<file path="src/rtl/arb_pkg.sv">
// Shared types and sizing helpers for the IF/LS memory port arbiter.
package arb_pkg;

  typedef enum logic [1:0] {
    IDLE    = 2'd0,
    WAIT_IF = 2'd1,
    WAIT_LS = 2'd2
  } arb_state_e;

  typedef enum logic {
    OWN_IF = 1'b0,
    OWN_LS = 1'b1
  } arb_owner_e;

  function automatic int starve_w(input int max_cnt);
    return $clog2(max_cnt + 1);
  endfunction

  localparam int STARVE_MAX_DEF = 4;
  localparam int STARVE_W       = starve_w(STARVE_MAX_DEF);

endpackage

</file>
<file path="src/rtl/arb_starve_ctr.sv">
// Saturating up-counter with clear; clear wins over increment.
module arb_starve_ctr
  import arb_pkg::*;
#(
  parameter int           W   = STARVE_W,
  parameter logic [W-1:0] MAX = '1
) (
  input  logic         clk,
  input  logic         rst,
  input  logic         i_inc,
  input  logic         i_clr,
  output logic [W-1:0] o_cnt,
  output logic         o_sat
);

  logic [W-1:0] r_cnt;

  always_ff @(posedge clk) begin
    if (!rst) begin
      r_cnt <= '0;
    end else if (i_clr) begin
      r_cnt <= '0;
    end else if (i_inc && (r_cnt != MAX)) begin
      r_cnt <= r_cnt + 1'b1;
    end
  end

  assign o_cnt = r_cnt;
  assign o_sat = (r_cnt == MAX);

endmodule

</file>
<file path="src/rtl/mem_port_arbiter.sv">
// Single-port memory arbiter: LS priority, IF starvation guard, one outstanding access.
// Optional wait-cycle performance counters enabled by ARB_PERF_CNT_EN.
module mem_port_arbiter
  import arb_pkg::*;
#(
  parameter int ADDR_W     = 32,
  parameter int DATA_W     = 32,
  parameter int STARVE_MAX = STARVE_MAX_DEF
) (
  input  logic                clk,
  input  logic                rst,
  input  logic                if_req_valid,
  input  logic [ADDR_W-1:0]   if_addr,
  output logic                if_req_ready,
  output logic                if_rsp_valid,
  output logic [DATA_W-1:0]   if_rsp_data,
  input  logic                ls_req_valid,
  input  logic                ls_we,
  input  logic [ADDR_W-1:0]   ls_addr,
  input  logic [DATA_W-1:0]   ls_wdata,
  input  logic [DATA_W/8-1:0] ls_be,
  output logic                ls_req_ready,
  output logic                ls_rsp_valid,
  output logic [DATA_W-1:0]   ls_rsp_data,
  output logic                mem_req,
  output logic                mem_we,
  output logic [ADDR_W-1:0]   mem_addr,
  output logic [DATA_W-1:0]   mem_wdata,
  output logic [DATA_W/8-1:0] mem_be,
  input  logic                mem_gnt,
  input  logic                mem_rvalid,
  input  logic [DATA_W-1:0]   mem_rdata,
  output logic                busy,
  output logic [31:0]         perf_if_wait,
  output logic [31:0]         perf_ls_wait
);

  localparam int SW = starve_w(STARVE_MAX);

  arb_state_e r_state;
  logic       r_busy;
  logic       r_ls_we;

  logic       w_idle, w_if_pri, w_sel_ls, w_sel_if, w_req;
  logic       w_if_wait, w_ls_wait, w_starve_sat, w_unused;
  logic [SW-1:0] w_starve_cnt;
  arb_owner_e w_win;

  // IF overrides LS only once it has been blocked long enough
  assign w_idle   = (r_state == IDLE);
  assign w_if_pri = if_req_valid & w_starve_sat;
  assign w_sel_ls = w_idle & ls_req_valid & ~w_if_pri;
  assign w_sel_if = w_idle & if_req_valid & ~w_sel_ls;
  assign w_req    = w_sel_ls | w_sel_if;
  assign w_win    = w_sel_ls ? OWN_LS : OWN_IF;

  assign mem_req   = w_req;
  assign mem_we    = w_sel_ls & ls_we;
  assign mem_addr  = w_sel_ls ? ls_addr : (w_sel_if ? if_addr : '0);
  assign mem_wdata = w_sel_ls ? ls_wdata : '0;
  assign mem_be    = w_sel_ls ? ls_be : (w_sel_if ? '1 : '0);

  assign if_req_ready = w_sel_if & mem_gnt;
  assign ls_req_ready = w_sel_ls & mem_gnt;

  // Stores acknowledge with zero data so LS never sees stale read data
  assign if_rsp_valid = (r_state == WAIT_IF) & mem_rvalid;
  assign if_rsp_data  = if_rsp_valid ? mem_rdata : '0;
  assign ls_rsp_valid = (r_state == WAIT_LS) & mem_rvalid;
  assign ls_rsp_data  = (ls_rsp_valid & ~r_ls_we) ? mem_rdata : '0;

  assign busy = r_busy;

  assign w_if_wait = if_req_valid & ~if_req_ready;
  assign w_ls_wait = ls_req_valid & ~ls_req_ready;

  always_ff @(posedge clk) begin
    if (!rst) begin
      r_state <= IDLE;
      r_busy  <= 1'b0;
    end else begin
      case (r_state)
        IDLE: begin
          if (w_req && mem_gnt) begin
            r_state <= (w_win == OWN_LS) ? WAIT_LS : WAIT_IF;
            r_busy  <= 1'b1;
          end
        end
        WAIT_IF, WAIT_LS: begin
          if (mem_rvalid) begin
            r_state <= IDLE;
            r_busy  <= 1'b0;
          end
        end
        default: begin
          r_state <= IDLE;
          r_busy  <= 1'b0;
        end
      endcase
    end
  end

  always_ff @(posedge clk) begin
    if (ls_req_ready) begin
      r_ls_we <= ls_we;
    end
  end

  arb_starve_ctr #(
    .W   (SW),
    .MAX (SW'(STARVE_MAX))
  ) u_starve (
    .clk   (clk),
    .rst   (rst),
    .i_inc (w_if_wait),
    .i_clr (if_req_ready),
    .o_cnt (w_starve_cnt),
    .o_sat (w_starve_sat)
  );

`ifdef ARB_PERF_CNT_EN
  logic w_perf_if_sat, w_perf_ls_sat;

  arb_starve_ctr #(
    .W   (32),
    .MAX (32'hFFFF_FFFF)
  ) u_perf_if (
    .clk   (clk),
    .rst   (rst),
    .i_inc (w_if_wait),
    .i_clr (1'b0),
    .o_cnt (perf_if_wait),
    .o_sat (w_perf_if_sat)
  );

  arb_starve_ctr #(
    .W   (32),
    .MAX (32'hFFFF_FFFF)
  ) u_perf_ls (
    .clk   (clk),
    .rst   (rst),
    .i_inc (w_ls_wait),
    .i_clr (1'b0),
    .o_cnt (perf_ls_wait),
    .o_sat (w_perf_ls_sat)
  );

  assign w_unused = &{1'b0, w_starve_cnt, w_perf_if_sat, w_perf_ls_sat};
`else
  assign perf_if_wait = '0;
  assign perf_ls_wait = '0;
  assign w_unused     = &{1'b0, w_starve_cnt, w_ls_wait};
`endif

endmodule

</file>
<file path="config.mk">
export PLATFORM = sky130hd
export DESIGN_NAME = mem_port_arbiter
export DESIGN_NICKNAME = d
export VERILOG_FILES = /design/src/rtl/arb_pkg.sv /design/src/rtl/arb_starve_ctr.sv /design/src/rtl/mem_port_arbiter.sv
export SDC_FILE = /design/constraint.sdc
export NUM_CORES = 1
export LEC_CHECK = 0
export BUFFER_PORTS_ARGS = -buffer_cell sky130_fd_sc_hd__buf_2
export CAP_MARGIN = 10
export CORE_AREA = 2 2 134 136
export CTS_CLUSTER_SIZE = 30
export DETAILED_ROUTE_END_ITERATION = 8
export DIE_AREA = 0 0 136 138
export MAX_ROUTING_LAYER = met4
export PLACE_DENSITY = 0.46
export RECOVER_POWER = 100
export SYNTH_ARGS = -nofsm -noshare
export SYNTH_HDL_FRONTEND = slang
export SYNTH_HIERARCHICAL = 1
export SYNTH_SLANG_ARGS = --single-unit
export TNS_END_PERCENT = 5
</file>
<file path="constraint.sdc">
create_clock -name clk -period 5.6 [get_ports clk]
set_input_delay 0 -clock clk [delete_from_list [all_inputs] [get_ports clk]]
set_output_delay 0 -clock clk [all_outputs]
set_load 0.005 [all_outputs]
</file>
* Word-level counts from Yosys, hierarchy flattened
Cells that the tools add are included.
** Storage, ports and cells
- Register bits after elaboration :: 7
- Bits of input ports :: 139
- Word-level logic and storage cells :: 50
** Operators by class
- Add/sub/neg operators :: 1
- Eq/ne operators :: 6
- Mux-type cells :: 15
- Bitwise logic cells :: 18
- Reductions and logical operators :: 6
** Operator list (number)
- $mux W32 :: 5
- $and A1 B1 Y1 :: 12
- $mux W4 :: 2
- $mux W2 :: 3
- $not A1 Y1 :: 5
- $pmux W2 S2 :: 1
- $reduce_or A2 Y1 :: 2
- $add A3 B1 Y3 const B :: 1
- $eq A3 B3 Y1 const B :: 1
- $mux W1 :: 3
- $ne A3 B3 Y1 const B :: 1
- $eq A2 B1 Y1 const B :: 1
- $eq A2 B2 Y1 const B :: 1
- $logic_and A1 B1 Y1 :: 2
- $logic_not A2 Y1 :: 1
- $ne A2 B1 Y1 const B :: 1
- $ne A2 B2 Y1 const B :: 1
- $pmux W1 S2 :: 1
- $reduce_and A2 Y1 :: 1
- $or A1 B1 Y1 :: 1

* Longest topological paths before layout
- Depth in word-level cells :: 10
- Mapped depth :: 9

* By module
The synthesis kept the hierarchy.
** By module, submodules not included
- mem_port_arbiter :: times used 1, cells an instance 253, area each 1855.5 um^2, seq. area each 90.1 um^2
- arb_starve_ctr :: times used 1, cells an instance 18, area each 187.7 um^2, seq. area each 60.1 um^2

* Worst setup path after synthesis
OpenSTA, ideal clock, no wires.
- Kind :: register to register
- Start point :: register u_starve.r_cnt[0], in the netlist u_starve/o_cnt[0]
- End point :: register u_starve.r_cnt[0], in the netlist u_starve/o_cnt[0]
- Arrival :: 1.754 ns
- Required time :: 5.528 ns
- Path slack :: 3.774 ns
- Cell stages (with the launch flop) :: 10
- Path buffers :: 1
- Period minus slack after synthesis :: 1.826 ns
- Cells stage by stage :: dfxtp_1 -> inv_1 -> ha_1 -> and2_1 -> inv_1 -> a21oi_2 -> buf_4 -> a21boi_0 -> a21boi_1 -> mux2i_1
** On the way
- Longest elaborated chain between the ends :: 10
** RTL lines
- start: declaration :: line arb_starve_ctr.sv:16 : logic [W-1:0] r_cnt;
- start signal: assignment :: line arb_starve_ctr.sv:24 : r_cnt <= r_cnt + 1'b1;
- $eq A3 B3 Y1 :: line arb_starve_ctr.sv:29 : assign o_sat = (r_cnt == MAX);
- named net w_starve_sat :: line mem_port_arbiter.sv:45 : logic w_if_wait, w_ls_wait, w_starve_sat, w_unused;
- $and A1 B1 Y1 :: line mem_port_arbiter.sv:51 : assign w_if_pri = if_req_valid & w_starve_sat;
- $not A1 Y1 :: line mem_port_arbiter.sv:52 : assign w_sel_ls = w_idle & ls_req_valid & ~w_if_pri;
- $and A1 B1 Y1 :: line mem_port_arbiter.sv:52
- $not A1 Y1 :: line mem_port_arbiter.sv:53 : assign w_sel_if = w_idle & if_req_valid & ~w_sel_ls;
- $and A1 B1 Y1 :: line mem_port_arbiter.sv:53
- $and A1 B1 Y1 :: line mem_port_arbiter.sv:63 : assign if_req_ready = w_sel_if & mem_gnt;
- $not A1 Y1 :: line mem_port_arbiter.sv:74 : assign w_if_wait = if_req_valid & ~if_req_ready;
- $and A1 B1 Y1 :: line mem_port_arbiter.sv:74
- named net w_if_wait :: line mem_port_arbiter.sv:45
- $logic_and A1 B1 Y1 :: line arb_starve_ctr.sv:23 : end else if (i_inc && (r_cnt != MAX)) begin
The timed path passes the listed nets, and every way through them passes these cells.
A chain may end at the register's enable or synchronous reset.

* Final worst setup path
- Start point :: register u_starve.r_cnt[0], in the netlist u_starve/o_cnt[0]
- End point :: register u_starve.r_cnt[2], in the netlist u_starve/o_cnt[2]
The elaborated chain is that of the path after synthesis.

==> qor.txt <==
net switching power - 178 µW
count of cell types in the netlist - 32
clk buf depth - 2
Routed Wire Length - 8310 µm
hold_ws - 0.127 ns
Fin Setup TNS - 0 ns
post-synth top area cell - buf_4
final hold viol count - 0
total number of vias - 2,610
Most common cell on crit path - inv_1
fin nets - 679
Max-slew headroom - -0.0426
Post-Syn Area - 2040 µm²
switch share - 0.379
antenna-violating nets left - 0
GRT Max-Usage Layer - met2
Rows - 49
top_reg_cell synth - dfxtp_1
met3 usage - 0.00990
Hold Crit Class - in2reg
Filler cells - 2,102
first-pass GRT wire length - 12,100 µm
H-tree Lvls - 1
Slowest Stage Delay on Critical Path - 1.14 ns
number of I/O pins - 342
chip width - 136 µm
Yosys top cell area share - 0.246
Starting Density - 0.117
gr ovfl total - 0
violated checks - max-capacitance violations, max-slew violations
Final period util - 0.546
Die Y - 138 µm
Root Buffer - clkbuf_16
Reg2Reg Depth - 9
Area growth syn-to-layout - 63.0%
cells after synthesis - 271
RePlAce Congestion - 0.769
Final Skew - 0.000855 ns
post-CTS setup buffer count - 0
DP Cell Count - 758
minimum clock period - 3.06 ns
number of buffers created by CTS - 3
post-synthesis sequential area ratio - 0.0735
met1 Use GR - 0.102
Async SR Flop Fraction - 0
Setup Crit Path Kind - reg2reg
initial antenna violation count - 0
filler-free cell count of the finished design - 763
routed len/inst - 10.9 µm
first-pass detailed-route iteration total - 4
main area contributors after synthesis - buf_4 (25%), and2_1 (17%), a22o_1 (14%), and3_1 (10%), and2_4 (6.9%)
Worst IR Drop VDD - 162 µV
Worst EP required - 5.73 ns
core area - 17,500 µm²
DRC errors left - 0
clock sinks - 7
Global Route Usage Sum - 0.0792
initial drt markers - 61
Hold Buf Count CTS - 1
Ant. Diodes - 0
Seq pwr share - 0.129
Clock Power Share - 0.259
Clock Latency Late Sink - 0.23 ns
status - complete, but fails checks
Worst EP arrival - 3.19 ns
DR vias/cell - 3.42
Synth Register Bits - 7
Synth top cells by count - buf_4 (67), and2_1 (54), and3_1 (33), a22o_1 (32), and2_4 (16)
Crit path max-delay family - buffers and inverters
max_cap viols - 1
Leakage - 0.00197 µW
Final Setup Violations - 0
# port buffers - 277
Slew @ Worst Pin - 1.56 ns
Buf+Inv Stages, Crit Path - 3
yosys warns - 6
Synth Area per Inst - 7.54 µm²
worst-path fanout max - 35
Hold Crit Depth - 3
Slew Limit Fails - 36
met2 usage - 0.137
Fmax - 0.327 GHz
layout cells sized above 1 - 0.433
power density cells - 141 nW/µm²
hpwl dp - 6820 µm
Int Power - 292 µW
die area - 18,800 µm²
most frequent cell after synthesis - buf_4
Post-synth EDFFs - 1
final core occ - 0.190
RSZ-0062 raised after global routing - false
largest net degree at the start of global routing - 68
Worst setup EP type - flip-flop
CP Cell Sequence - inv_1 -> ha_1 -> and2_0 -> inv_1 -> a21oi_1 -> clkbuf_1 -> a21boi_0 -> and4b_1 -> nor4b_1
CTS tree - built
Worst-path clk slew - 0.04 ns
Comb pwr share - 0.612
Slowest cell on crit path - clkbuf_1
Worst path depth - 9
critical path startpoint category - flip-flop
number of global-route vias before repair - 2,244
Resized Gates After CTS - 0
## metrics by stage
stage / setup WS (ns) / instance area, µm² / power, µW
global placement: 3.45 / 3370 / 373
CTS: 3.27 / 3460 / 498
detailed placement: 3.42 / 3370 / 371
finish: 2.54 / 3330 / 469
floorplan: 3.77 / 2280 / 263
global route: 2.07 / 3330 / 510
## cells by family after synthesis
family / count (synthesis) / share of synthesized area
AOI/OAI and AO/OA: 46 / 0.187
adders and majority gates: 5 / 0.0306
buffers and inverters: 90 / 0.305
DFF: 7 / 0.0735
muxes: 3 / 0.0147
other: 1 / 0.00184
and+or+nand+nor: 119 / 0.387
## power groups by stage
stage	combinational (µW)	sequential (µW)	clock, µW
floorplan	203	60.3	0
global placement	312	60.9	0
detailed placement	310	61.2	0
CTS	312	60.5	125
global route	319	61.2	129
finish	287	60.5	122
## layout make-up
cell class              instances  area (µm²)  share of cell area
multi-input cells             237        1450               0.436
repair buffers                280        1340               0.403
well taps                     229         287              0.0860
flip-flops and latches          7         150              0.0451
clock buffers                   4        78.8              0.0237
inverters                       6        22.5             0.00676
## layout by cell type (no fill, tap or decap), types with 2 or more instances in the layout
cell type	Yosys	final
o21a_1	4	4
clkbuf_16	0	3
mux2i_1	3	3
o21ai_0	2	2
clkbuf_1	10	55
and3_1	33	32
inv_1	6	6
a21oi_1	3	4
dfxtp_1	6	6
nand2_1	5	5
ha_1	5	5
and2_1	54	33
a22o_1	32	32
buf_2	3	224
nand3b_1	3	3
and2_0	0	36
conb_1	1	64
a21boi_0	1	2
## registers in the layout, summed over array words and instances (netlist names)
signal / cells
r_state: 2
u_starve/o_cnt: 3
r_ls_we: 1
busy: 1
## tightest hold or removal path: cells and delay by family
family	cells	cell delay [ns]
AO/OA/AOI/OAI	2	0.15
buffers and inverters	1	0.16
## worst paths after layout
kind | startpoint | end | slack, ns
setup reg to reg | u_starve/o_cnt[0] | u_starve/o_cnt[2] | 2.54
setup / recovery | u_starve/o_cnt[0] | u_starve/o_cnt[2] | 2.54
hold / removal | rst | busy | 0.13
hold reg to reg | busy | busy | 0.45
## metal layers
layer | vias up | wire (µm)
li1 | 1319 | -
met1 | 1163 | 3560
met2 | 126 | 4120
met3 | 2 | 618
met4 | 0 | 10
met5 | - | 0
Power figures use the tool's default switching activity.
